<file path="src/rtl/weight_update_seq.sv">
// weight_update_seq: sequences one update sweep over a stored weight array through an external update stage.
module weight_update_seq #(
    parameter int N_WEIGHTS = 4,
    parameter int IDX_W     = 2
) (
    input  logic             wus_clk,
    input  logic             wus_rst_n,
    input  logic             wus_start,
    input  logic [31:0]      wus_bp,
    input  logic [31:0]      wus_tm,
    input  logic [31:0]      wus_td,
    input  logic             wus_ld_en,
    input  logic [IDX_W-1:0] wus_ld_idx,
    input  logic [31:0]      wus_ld_w,
    input  logic [IDX_W-1:0] wus_rd_idx,
    output logic [31:0]      wus_rd_w,
    output logic [31:0]      wus_bpt_w,
    output logic [31:0]      wus_bpt_bp,
    output logic [31:0]      wus_bpt_tm,
    output logic [31:0]      wus_bpt_td,
    input  logic [31:0]      wus_bpt_wn,
    output logic             wus_busy,
    output logic             wus_done,
    output logic             wus_err
);
    typedef enum logic [1:0] {IDLE, PRESENT, CAPTURE, DONE} state_t;
    state_t state, state_nx;
    logic [IDX_W-1:0] idx;
    logic [31:0] w_mem [N_WEIGHTS];
    logic accept, last;
    assign wus_rd_w = w_mem[wus_rd_idx];
    assign last = idx == IDX_W'(N_WEIGHTS - 1);
    always_comb begin
        state_nx = state;
        accept   = 1'b0;
        case (state)
            IDLE: begin
                accept   = wus_start;
                state_nx = !wus_start ? IDLE : (wus_td == '0) ? DONE : PRESENT;
            end
            PRESENT: state_nx = CAPTURE;
            CAPTURE: state_nx = last ? DONE : PRESENT;
            default: state_nx = IDLE;
        endcase
        wus_busy = state != IDLE;
        wus_done = state == DONE;
    end
    always_ff @(posedge wus_clk) begin
        if (!wus_rst_n) begin
            state      <= IDLE;
            idx        <= '0;
            wus_bpt_w  <= '0;
            wus_bpt_bp <= '0;
            wus_bpt_tm <= '0;
            wus_bpt_td <= '0;
            wus_err    <= 1'b0;
            for (int i = 0; i < N_WEIGHTS; i++) w_mem[i] <= '0;
        end else begin
            state <= state_nx;
            if (accept) begin
                wus_bpt_bp <= wus_bp;
                wus_bpt_tm <= wus_tm;
                wus_bpt_td <= wus_td;
                wus_err    <= wus_td == '0;
                idx        <= '0;
            end
            // a load in the start cycle lands before PRESENT reads it
            if (state == IDLE && wus_ld_en) w_mem[wus_ld_idx] <= wus_ld_w;
            if (state == PRESENT) wus_bpt_w <= w_mem[idx];
            if (state == CAPTURE) begin
                w_mem[idx] <= wus_bpt_wn;
                if (!last) idx <= idx + 1'b1;
            end
        end
    end
endmodule

</file>
<file path="config.mk">
export PLATFORM = sky130hd
export DESIGN_NAME = weight_update_seq
export DESIGN_NICKNAME = d
export VERILOG_FILES = /design/src/rtl/weight_update_seq.sv
export SDC_FILE = /design/constraint.sdc
export NUM_CORES = 1
export LEC_CHECK = 0
export BUFFER_PORTS_ARGS = -buffer_cell sky130_fd_sc_hd__buf_2
export CORE_ASPECT_RATIO = 1.1
export CORE_MARGIN = 2
export CORE_UTILIZATION = 35
export DETAILED_ROUTE_END_ITERATION = 8
export HOLD_SLACK_MARGIN = 0.05
export PLACE_DENSITY_LB_ADDON = 0.2
export SKIP_LAST_GASP = 1
export SLEW_MARGIN = 20
export SYNTH_ARGS = -nofsm -noshare
export SYNTH_HDL_FRONTEND = slang
export SYNTH_SLANG_ARGS = --single-unit
</file>
<file path="constraint.sdc">
create_clock -name wus_clk -period 3.2 [get_ports wus_clk]
set_clock_uncertainty 0.1 [all_clocks]
set_input_delay 0.32 -clock wus_clk [delete_from_list [all_inputs] [get_ports wus_clk]]
set_output_delay 0.32 -clock wus_clk [all_outputs]
set_load 0.05 [all_outputs]
</file>
Yosys cells after proc, flatten, opt, wreduce, memory -nomap -nowiden:

Memories as Yosys holds them, arrays and structs flattened. A register that Yosys moved wholly into a read port is not among the register bits.
Cells that the tools add are included.

* div/mod/pow operators: 0
* muxes and demuxes: 21
* bitwise gates (word level): 0
* order comparisons: 0
* shift-type cells: 0
* equal/unequal tests: 4
* $add $sub $neg: 1
* reduce and logical (&&, ||, !) cells: 7
* $mul: 0

Operator list (count)
* two-way mux 32 bit: 2
* OR reduction 32 bit: 2
* zero test 32 bit: 1
* two-way mux 2 bit: 8
* two-way mux 1 bit: 10
* == test 2 bit (second input constant): 3
* case mux 2 bit (3 select lines): 1
* adder 2 x 1 -> 2 bit (second input constant): 1
* == test 2 x 1 -> 1 bit (second input constant): 1
* zero test 2 bit: 1
* nonzero test 2 bit: 1
* logical AND 1 bit: 1
* zero test 1 bit: 1

* memories: 1
* register bits: 101
* ROM bits: 0
* word-level logic and storage cells: 40
* output and inout bits: 163
* memory bits (writable): 128
* input port bits: 168
* bits in latches: 0

Memory list
* w_mem: words 4, width 32, rd ports 2, clocked after memory_dff 1, wr ports 4, RTL line 29 `logic [31:0] w_mem [N_WEIGHTS];`

Logic depth before layout (Yosys ltp):

* word-level depth: 8
* depth in mapped cells: 7
* mapped depth without buffers: 5

Worst setup path after synthesis:

Ideal clock, no wire load.

* kind: in2reg
* from: input port wus_rst_n
* to: memory w_mem[3][0] (enable)
* setup time: 0.421 ns
* arrival: 2.298 ns
* required time: 2.679 ns
* setup slack: 0.381 ns
* path buffers: 2
* cell stages on the path: 5
* path through: buf_4 > inv_2 > clkbuf_1 > nor2_1 > nor2_1

RTL lines
* start: declaration: RTL line 7 `input logic wus_rst_n,`
* end: declaration: RTL line 29

==> results.json <==
{
  "clock_sinks": 261,
  "cap_viol_max_count": 0,
  "antenna_found_initial": 4,
  "grt_use_total_pct": 20.3,
  "cts_tree": "built",
  "synth-main-ff-cell": "dfxtp_1",
  "finalCritPeriodShare_pct": 88.7,
  "r2r_end": "w_mem[3][31]$_DFFE_PP_",
  "worstHoldEndpoint": "w_mem[3][21]$_DFFE_PP_",
  "power_leakage_nw": 6.50,
  "ir_drop_v": 0.000327,
  "clockPowerShare_pct": 39.0,
  "hold_viol_final": 0,
  "io_pins": 331,
  "core_area_sq_um": 31300,
  "syn_area_sq_um": 11100,
  "clock_latency_ps": 540,
  "hold_path_depth": 3,
  "cts.repair.resized": 0,
  "cts_made_buffers": 29,
  "slew_violations": 0,
  "vias": 9331,
  "synth.top_cell.area_share_pct": 34.7,
  "grt_max_degree": 98,
  "ys_types": 35,
  "ctsHoldBuffers": 157,
  "final_util_pct": 50.3,
  "avgViaCountPerCell": 4.91,
  "cts-htree-levels": 1,
  "nNetsFinal": 1626,
  "finalCriticalPeriod_ps": 2840,
  "syn2layout_area_growth_pct": 42.1,
  "p_per_area_nw_per_um2": 570,
  "fillers": 2832,
  "holdCritStartpoint": "wus_ld_w[21]",
  "critPathMaxStageDelay_ps": 640,
  "post-synth-top-count-cell": "nand2_1",
  "yosysTopAreaCell": "edfxtp_1",
  "regToRegSetupSlack_ps": 360,
  "cp-end-kind": "register",
  "synth_edf_count": 128,
  "finalSetupTns_ps": 0,
  "grt_pass1_wl_mm": 52.6,
  "relSlewSlack_pct": 45.6,
  "critPathSlowestCell": "dlygate4sd3_1",
  "drc": 0,
  "clockBufferDepth": 3,
  "syn_area_per_cell_sq_um": 11.2,
  "arrival_ps": 3030,
  "grt_pass1_vias": 9385,
  "critPathKind": "reg -> reg",
  "wl_per_cell_um": 18.2,
  "die_h_um": 191,
  "critical_path_required_ps": 3400,
  "multi_input_area_sq_um": 4110,
  "drive_above_1_share_pct": 33.5,
  "crit_chain": "nor2_1 -> and3_2 -> buf_4 -> a22oi_2 -> dlygate4sd3_1 -> inv_1",
  "synth_cells": 993,
  "yosys_register_bits": 261,
  "comb_power_share_pct": 18.2,
  "worstMarginPinSlew_ps": 815,
  "synthTopCellsByCount": "nand2_1, dfxtp_1, a21oi_1",
  "routabilityCongestion": 0.842,
  "place_ws_ps": 869,
  "io_buffers": 330,
  "rsz0062_at_grt": "false",
  "drt-initial-drc-count": 656,
  "seqPwrFrac_pct": 42.7,
  "min_path_type": "in -> reg",
  "die_area_sq_um": 33100,
  "path_max_fanout": 23,
  "wl_mm": 34.6,
  "status": "finished clean",
  "setup_ws_ps": 363,
  "yosysSeqAreaShare_pct": 58.7,
  "synth.area.top_cells": "edfxtp_1, dfxtp_1, mux4_2",
  "die_x_um": 174,
  "max_freq_mhz": 352,
  "ys_async_sr_fraction_pct": 0,
  "start_util_pct": 35.4,
  "cp_top_family": "buffers and inverters",
  "setup-violations-final": 0,
  "swShare_pct": 28.6,
  "yosys_warnings": 0,
  "worstSetupStartpointType": "register",
  "r2r-start": "state[0]$_SDFF_PN0_",
  "hpwl_mm": 21.9,
  "p_sw_w": 0.00256,
  "reg2reg_depth": 6,
  "final-seq-area_sq_um": 6510,
  "clk_pin_slew_ps": 60,
  "syn_nets": 1162,
  "num_rows": 68,
  "globalRoute.totalOverflow": 0,
  "drt_pass1_iterations": 5,
  "postRouteAntennaNets": 0,
  "power.internal_w": 0.00640,
  "cts_root_buffer": "clkbuf_16",
  "postCtsSetupBuffers": 0,
  "critPathBufInv": 3
}
worst max path at each step:
stage | startpoint | end | slack [ps] | cells after the start
global route | state[1]$_SDFF_PN0_ | w_mem[3][8]$_DFFE_PP_ | 260 | 6
CTS | state[0]$_SDFF_PN0_ | w_mem[3][7]$_DFFE_PP_ | 410 | 6
floorplan | wus_rst_n | w_mem[3][0]$_DFFE_PP_ | 380 | 5
global placement | state[1]$_SDFF_PN0_ | w_mem[2][6]$_SDFFCE_PN0P_ | 940 | 5
finish | state[0]$_SDFF_PN0_ | w_mem[3][31]$_DFFE_PP_ | 360 | 6
detailed placement | state[1]$_SDFF_PN0_ | w_mem[2][19]$_SDFFCE_PN0P_ | 870 | 5
layer usage:
layer | part of all wire, % | global-route usage [%] | vias up | routed length [um]
met5 | 0.12 | 0 | - | 41
met4 | 2.0 | 4.98 | 6 | 695
met3 | 7.7 | 4.39 | 56 | 2680
met2 | 50 | 36.6 | 371 | 17400
met1 | 40 | 24.8 | 4487 | 13800
li1 | - | - | 4411 | -
worst register-to-register path, cell delays in order, from the launching register on:
cell           delay [ps]
dfxtp_1               600
nor2_1                180
and3_2                400
buf_4                 300
a22oi_2               320
dlygate4sd3_1         640
inv_1                  40
cell type report:
| class | instances | area share (%) |
|---|---|---|
| flip-flops and latches | 261 | 41.4 |
| well taps | 420 | 3.34 |
| clock inverters | 22 | 1.68 |
| multi-input cells | 622 | 26.1 |
| diodes | 1 | 0.0159 |
| clock buffers | 31 | 4.66 |
| repair buffers | 508 | 22.0 |
| inverters | 35 | 0.851 |
layout by cell type, fill, tap and decap left out, types with 9 or more instances in the layout:
cell	instances
buf_2	330
nand2_1	257
dlygate4sd3_1	157
dfxtp_1	131
a21oi_1	129
edfxtp_1	128
nor2_1	102
mux4_2	64
inv_1	34
clkbuf_16	29
a22oi_2	18
a22oi_1	15
buf_4	15
nor4_1	9
through the flow:
step	power (W)	cell area, sq um	cells	hold WS, ps
floorplan	0.00491	11100	993	356
global placement	0.00538	13200	1689	338
detailed placement	0.00539	13200	1689	343
CTS	0.00907	15700	1899	50.8
global route	0.00932	15700	1900	78.7
finish	0.00897	15700	1900	77.6
kinds of logic after synthesis:
family          count (synthesis)  synth area share, %
compound gates                170                 9.57
fa+ha+maj                       1                0.113
buf+inv                       110                 4.60
flops                         261                 58.7
mux                            65                 13.1
simple gates                  386                 13.9
flip-flops by register name (all words and copies together) (netlist names):
signal and cells:
state 2, wus_bpt_bp 32, wus_err 1, wus_bpt_w 32, w_mem 128, wus_bpt_td 32
idx 2, wus_bpt_tm 32
power groups by stage:
stage	Sequential (W)	Clock, W	Combinational [W]
3_5_place_dp	0.00390	0	0.00149
5_1_grt	0.00386	0.00373	0.00173
3_3_place_gp	0.00389	0	0.00149
4_1_cts	0.00383	0.00359	0.00165
2_1_floorplan	0.00423	0	0.000686
6_report	0.00383	0.00350	0.00164
Power figures use the tool's default switching activity.
